<file path="src/rtl/booth_divider_seq.sv">
// Sequential non-restoring radix-2 divider: 2N-bit dividend / N-bit divisor.
// Operands arrive byte-serially on sw under Go; result is {remainder, quotient}.
module booth_divider_seq #(
   parameter int N = 8
) (
   input  logic           clk,
   input  logic           rst,
   input  logic [N-1:0]   sw,
   input  logic           Go,
   output logic [2*N-1:0] result,
   output logic [2:0]     state,
   output logic           done,
   output logic           err
);

   typedef enum logic [2:0] {
      IDLE   = 3'd0,
      LDH    = 3'd1,
      LDL    = 3'd2,
      CHECK  = 3'd3,
      ITER   = 3'd4,
      FIX    = 3'd5,
      DONE   = 3'd6,
      UNUSED = 3'd7
   } st_t;

   localparam int CW = $clog2(N + 1);

   st_t            state_q, state_d;
   logic [N-1:0]   div_q, div_d;
   logic [N-1:0]   dhi_q, dhi_d;
   logic [N-1:0]   dlo_q, dlo_d;
   logic [N-1:0]   q_q, q_d;
   logic [N+1:0]   p_q, p_d;
   logic [CW-1:0]  cnt_q, cnt_d;
   logic [2*N-1:0] res_q, res_d;
   logic           err_q, err_d;
   logic           done_q, done_d;

   logic [N+1:0]   d_ext;
   logic [N+1:0]   p_sh;
   logic [N+1:0]   p_it;
   logic [N+1:0]   p_fix;

   // P carries two guard bits so that 2P +/- D never wraps.
   assign d_ext = {2'b00, div_q};
   assign p_sh  = {p_q[N:0], q_q[N-1]};
   assign p_it  = p_q[N+1] ? (p_sh + d_ext) : (p_sh - d_ext);
   assign p_fix = p_q[N+1] ? (p_q + d_ext) : p_q;

   always_comb begin
      state_d = state_q;
      div_d   = div_q;
      dhi_d   = dhi_q;
      dlo_d   = dlo_q;
      q_d     = q_q;
      p_d     = p_q;
      cnt_d   = cnt_q;
      res_d   = res_q;
      err_d   = err_q;
      unique case (state_q)
         IDLE: begin
            if (Go) begin
               div_d   = sw;
               state_d = LDH;
            end
         end
         LDH: begin
            if (Go) begin
               dhi_d   = sw;
               state_d = LDL;
            end
         end
         LDL: begin
            if (Go) begin
               dlo_d   = sw;
               state_d = CHECK;
            end
         end
         CHECK: begin
            if (div_q == '0 || dhi_q >= div_q) begin
               err_d   = 1'b1;
               res_d   = '1;
               state_d = DONE;
            end else begin
               p_d     = {2'b00, dhi_q};
               q_d     = dlo_q;
               cnt_d   = CW'(N);
               state_d = ITER;
            end
         end
         ITER: begin
            p_d   = p_it;
            q_d   = {q_q[N-2:0], ~p_it[N+1]};
            cnt_d = cnt_q - CW'(1);
            if (cnt_q == CW'(1)) state_d = FIX;
         end
         FIX: begin
            p_d     = p_fix;
            res_d   = {p_fix[N-1:0], q_q};
            err_d   = 1'b0;
            state_d = DONE;
         end
         DONE: begin
            if (Go) begin
               div_d   = sw;
               state_d = LDH;
            end
         end
         default: state_d = IDLE;
      endcase
   end

   assign done_d = (state_d == DONE);

   always_ff @(posedge clk) begin
      if (rst) begin
         state_q <= IDLE;
         div_q   <= '0;
         dhi_q   <= '0;
         dlo_q   <= '0;
         q_q     <= '0;
         p_q     <= '0;
         cnt_q   <= '0;
         res_q   <= '0;
         err_q   <= 1'b0;
         done_q  <= 1'b0;
      end else begin
         state_q <= state_d;
         div_q   <= div_d;
         dhi_q   <= dhi_d;
         dlo_q   <= dlo_d;
         q_q     <= q_d;
         p_q     <= p_d;
         cnt_q   <= cnt_d;
         res_q   <= res_d;
         err_q   <= err_d;
         done_q  <= done_d;
      end
   end

   assign result = res_q;
   assign state  = state_q;
   assign done   = done_q;
   assign err    = err_q;

endmodule

</file>
<file path="config.mk">
export PLATFORM = sky130hd
export DESIGN_NAME = booth_divider_seq
export DESIGN_NICKNAME = d
export VERILOG_FILES = /design/src/rtl/booth_divider_seq.sv
export SDC_FILE = /design/constraint.sdc
export NUM_CORES = 1
export LEC_CHECK = 0
export ABC_CLOCK_PERIOD_IN_PS = 4280
export CAP_MARGIN = 40
export CORE_MARGIN = 3
export CORE_UTILIZATION = 40
export CTS_CLUSTER_SIZE = 25
export DETAILED_ROUTE_END_ITERATION = 16
export PLACE_DENSITY = 0.58
export SKIP_LAST_GASP = 1
export SYNTH_ARGS = -nofsm -noshare
export SYNTH_HDL_FRONTEND = slang
export SYNTH_SLANG_ARGS = --single-unit
export TNS_END_PERCENT = 30
</file>
<file path="constraint.sdc">
create_clock -name clk -period 4.28 [get_ports clk]
set_input_delay 0.856 -clock clk [delete_from_list [all_inputs] [get_ports clk]]
set_output_delay 0.856 -clock clk [all_outputs]
set_load 0.03 [all_outputs]
</file>
== After elaboration in Yosys (flattened, before gate mapping) ==
Cells that the tools add are included.

* Output and inout port bits: 21
* Bits in registers: 67
* Input bits: 11
* Word-level logic and storage cells: 60

* Eq/ne operators: 11
* Add/subtract/negate cells: 4
* Bitwise logic cells: 1
* Mux-type cells: 18
* Reductions and logical operators: 14
* Magnitude comparators: 1

{| class="wikitable"
|+ Operators by type and width
! cell !! number
|-
| $pmux W16 S2 || 1
|-
| $mux W10 || 3
|-
| $pmux W10 S3 || 1
|-
| $add A10 B8 Y10 || 2
|-
| $pmux W3 S6 || 1
|-
| $mux W16 || 1
|-
| $pmux W8 S2 || 1
|-
| $eq A3 B3 Y1 const B || 4
|-
| $mux W3 || 4
|-
| $reduce_and A2 Y1 || 6
|-
| $sub A10 B8 Y10 || 1
|-
| $ge A8 B8 Y1 || 1
|-
| $logic_not A8 Y1 || 1
|-
| $mux W8 || 1
|-
| $pmux W4 S2 || 1
|-
| $eq A3 B2 Y1 const B || 2
|-
| $ne A2 B2 Y1 const B || 3
|-
| $eq A4 B1 Y1 const B || 1
|-
| $mux W4 || 1
|-
| $reduce_bool A2 Y1 || 2
|-
| $sub A4 B1 Y4 const B || 1
|-
| $eq A3 B1 Y1 const B || 1
|-
| $logic_not A3 Y1 || 1
|-
| $reduce_and A3 Y1 || 1
|-
| 7 further kinds || 7
|}

== Logic depth before layout (Yosys ltp) ==
* Depth after elaboration: 5
* Depth in mapped cells: 13
* Gate-level depth less buffers: 13

== Worst setup path after synthesis ==
No wires, ideal clock.

* Path type: register to register
* Start: register p_q[9]
* End: register q_q[0]
* Buffers on the path: 3
* Setup time: 0.114 ns
* Arrival time: 3.010 ns
* Data required time: 4.166 ns
* Period minus slack after synthesis: 3.124 ns
* Setup slack: 1.156 ns
* Stages on the path, launching flop included: 12
* Cells stage by stage: dfxtp_1 clkbuf_1 clkbuf_1 buf_1 mux2_2 ha_1 a211oi_1 nor2_1 o21ai_0 o211ai_1 xnor2_1 a2111oi_0

* Cells in the longest elaborated chain, start to end: 3

{| class="wikitable"
|+ Ends and longest elaborated chain
! element !! RTL line !! text
|-
| from (decl) || 34 || <nowiki>logic [N+1:0] p_q, p_d;</nowiki>
|-
| from (signal assigned) || 134 || <nowiki>p_q <= p_d;</nowiki>
|-
| $mux W10 || 48 || <nowiki>assign p_it = p_q[N+1] ? (p_sh + d_ext) : (p_sh - d_ext);</nowiki>
|-
| $not A1 Y1 || 94 || <nowiki>q_d = {q_q[N-2:0], ~p_it[N+1]};</nowiki>
|-
| $pmux W8 S2 || 61 || <nowiki>unique case (state_q)</nowiki>
|-
| to (signal assigned) || 133 || <nowiki>q_q <= q_d;</nowiki>
|-
| to (decl) || 33 || <nowiki>logic [N-1:0] q_q, q_d;</nowiki>
|}

No other way between the ends.
A chain may end at the register's enable or synchronous reset.

== Worst setup path after layout ==
* Start: register div_q[1]
* End: register p_q[7]

* Cells in the longest elaborated chain, start to end: 4
* Elaborated cells on any way between the ends: 11
* Those cells by class: add/sub: 3; order compare: 1; eq/ne: 1; mux: 3; reduce/logical: 3

{| class="wikitable"
|+ Ends and longest elaborated chain
! element !! RTL line !! text
|-
| from (decl) || 30 || <nowiki>logic [N-1:0] div_q, div_d;</nowiki>
|-
| from (signal assigned) || 130 || <nowiki>div_q <= div_d;</nowiki>
|-
| parallel branches: the longest is 4 deep, another holds $add A10 B8 Y10 || - ||
|}

Parallel ways; which one is timed is not known. The select of a mux whose other input is x is not followed.

==> flow_metrics.tcl <==
set metrics [dict create \
    viasPerCell 5.546 \
    htree_levels 3 \
    insertedDiodeCount 0 \
    area_growth_pct 13.83 \
    power_density_mw_per_mm2 332.2 \
    row_count 36 \
    place_congestion 0.8416 \
    synth_top_family_by_area "compound AO/OA/AOI/OAI gates" \
    numCtsBuffers 9 \
    syn_inst 475 \
    period_needed_ns 3.003 \
    drv_cap 0 \
    wl_met2_um 4709 \
    tns_ns 0 \
    tritoncts "built" \
    die_w_um 106.5 \
    root_buffer "clkbuf_8" \
    ios 32 \
    worst_pin_slew_ns 0.8235 \
    crit_chain "inv_1 > ha_1 > or4b_4 > nor2_1 > nor2_1 > xnor2_1 > ha_1 > nand2_1 > nor3_1 > and3b_1 > xnor2_1 > a22oi_1 > o32ai_1" \
    worstSetupPathType "flop to flop" \
    timing.final.crit_share 0.7017 \
    ys_ff_latch 67 \
    antenna_found_initial 0 \
    synth_xor_area_frac 0.04123 \
    grt_pass1_vias 3299 \
    p_leak_nw 1.786 \
    crit_slowest_cell "or4b_4" \
    grt_max_degree 56 \
    fin_ws_ns 1.277 \
    crit_buf_inv 1 \
    yosys_most_used_dff "dfxtp_1" \
    internal_power_mw 1.031 \
    avgSynthCellArea_sq_um 8.498 \
    grt_pass1_wl_um 17750 \
    vias 3505 \
    synth_edf_count 0 \
    drc_errors 0 \
    drt_iter0_drc 214 \
    clkPwrFrac 0.308 \
    min_path_type "flop to flop" \
    drv_slew 0 \
    cp.required_ns 4.51 \
    initial_utilization 0.4130 \
    async_flop_share 0 \
    synth_compound_gate_area_share 0.2402 \
    fin_worst_skew_ns 0.01214 \
    seq_power_share 0.447 \
    syn_nets 516 \
    setup_viol 0 \
    drt_pass1_iterations 4 \
    p_sw_frac 0.3243 \
    synth.area.mux_share 0.06758 \
    drt_wl_total_um 10790 \
    worstPathMaxFanout 6 \
    grt_setup_unrepaired "no" \
    combPwrFrac 0.244 \
    critPathArrivalTime_ns 3.23 \
    hold_violations 0 \
    coreArea_sq_mm 0.009774 \
    clk_pin_slew_ns 0.08 \
    dp_hpwl_um 8122 \
    fmaxAchievable_mhz 332.9 \
    switchingPower_mw 0.4950 \
    ctsResizeCount 0 \
    dieArea_sq_mm 0.01133 \
    multi_input_area_sq_mm 0.002501 \
    overflow 0 \
    post-cts-setup-buffers 0 \
    preCtsSetupSlack_ns 1.274 \
    io_buffers 31 \
    clockBufferDepth 2 \
    hold_buffers 0 \
    synth_warnings 0 \
    grt_use_total 0.2001 \
    cpPeakStageDelay_ns 0.50 \
    avgRoutedWirePerCell_um 17.06 \
    die_h_um 106.5 \
    layout_commonest_cell "dfxtp_1" \
    seq_area_sq_mm 0.001341 \
    start_kind "flop" \
    synthSimpleGateAreaFrac 0.1739 \
    worstSetupEndpointType "flop" \
    cts_sinks 67 \
    synthAdderAreaFrac 0.09671 \
    wl_met1_um 5489 \
    crit_family "simple AND/OR/NAND/NOR gates" \
    nets 535 \
    drive_gt1_frac 0.09218 \
    relSlewSlack 0.4499 \
    met3_length_um 470 \
    fillCellCount 992 \
    ant_nets 0 \
    status "finished clean" \
    mostFrequentLayoutCells "dfxtp_1, nor2_1, nand2_1, a21oi_1, clkdlybuf4s50_1" \
    top_layer_used "met4" \
    syn-cell-area_sq_mm 0.004036 \
    clk_latency_ns 0.36 \
    seq_area_frac_synth 0.3323 \
    yosysUniqueCellTypes 59 \
    peakVddDrop_mv 0.2088 \
]
-- Yosys cell counts, types with 2 or more instances --
cell type  instances  area (sq um)
fa_1               2         40.04
inv_1             19         71.32
mux2_2             2         22.52
buf_2              2         10.01
o21ai_0           21         105.1
nor3_2             2         20.02
a32oi_1            2         17.52
o221a_2           12         135.1
nand2b_1           3         18.77
a21oi_1           44         220.2
or3_1              2         12.51
dfxtp_1           67          1341
a2111oi_0          3         26.28
nand3b_1           2         15.01
o211ai_1           3         22.52
a31oi_1            7         43.79
buf_6              2         22.52
xnor2_1           18         157.7
a22oi_1            3         22.52
nand2_1           51         191.4
clkbuf_1          23         86.33
a21o_1             3         22.52
o22ai_1            2         12.51
nor2b_1            3         18.77
nand3_1            5         25.02
a211oi_1          15         112.6
mux2i_1           25         250.2
ha_1              28         350.3
and3_1             3         18.77
nor3_1             9         45.04
a221oi_1           2         17.52
nor2_1            53         198.9
o21a_1             6         45.04
nor3b_1            4         30.03
o21bai_1           3         22.52
-- routing by layer --
metal / vias to the layer above / global-route usage
met3: 11 / 0.04554
met4: 0 / 0.05388
met2: 67 / 0.2955
met5: - / 0
li1: 1759 / -
met1: 1668 / 0.2924
-- worst reg2reg max path: stages (launching register included) --
cell	delay, ns
dfxtp_1	0.40
inv_1	0.14
ha_1	0.20
or4b_4	0.50
nor2_1	0.11
nor2_1	0.05
xnor2_1	0.14
ha_1	0.38
nand2_1	0.09
nor3_1	0.17
and3b_1	0.21
xnor2_1	0.13
a22oi_1	0.22
o32ai_1	0.13
-- registers in the layout (all words and copies together) (netlist names) --
name,cells
state,3
dhi_q,8
dlo_q,8
err,1
div_q,8
q_q,8
done,1
result,16
cnt_q,4
p_q,10
-- worst paths after layout --
check	slack [ns]	to	startpoint	cells after the start
max	1.28	p_q[7]	div_q[1]	13
min	0.46	result[15]	result[15]	1
max reg2reg	1.28	p_q[7]	div_q[1]	13
min reg2reg	0.46	result[15]	result[15]	1
-- cells by family after synthesis --
kind of cell	count (synthesis)
simple gates	145
compound gates	140
flops	67
buf+inv	47
fa+ha+maj	30
mux	27
xor+xnor	19
-- power by group through the flow --
stage	Clock [mW]	Combinational, mW	Sequential, mW
after floorplan	0	0.273	0.698
after global placement	0	0.366	0.696
after detailed placement	0	0.372	0.696
after CTS	0.489	0.374	0.682
after global routing	0.518	0.416	0.687
final	0.471	0.373	0.683
-- layout make-up --
class	instances	share of cell area
Clock buffer	12	0.03159
Clock inverter	4	0.005719
Inverter	19	0.01552
Multi-Input combinational cell	361	0.5444
Sequential cell	67	0.2919
Tap cell	133	0.03622
Timing Repair Buffer	36	0.07462
-- per-stage QoR --
step | hold slack, ns | std cells | power (mW) | area, sq um | utilization
floorplan | 0.4357 | 475 | 0.9711 | 4036 | -
global placement | 0.4505 | 615 | 1.062 | 4415 | 0.4517
detailed placement | 0.4550 | 616 | 1.069 | 4423 | 0.4525
CTS | 0.4709 | 632 | 1.544 | 4594 | 0.4700
global route | 0.4903 | 632 | 1.621 | 4594 | 0.4700
finish | 0.4636 | 632 | 1.526 | 4594 | 0.4700
No activity file was read; power rests on OpenSTA's default activity.
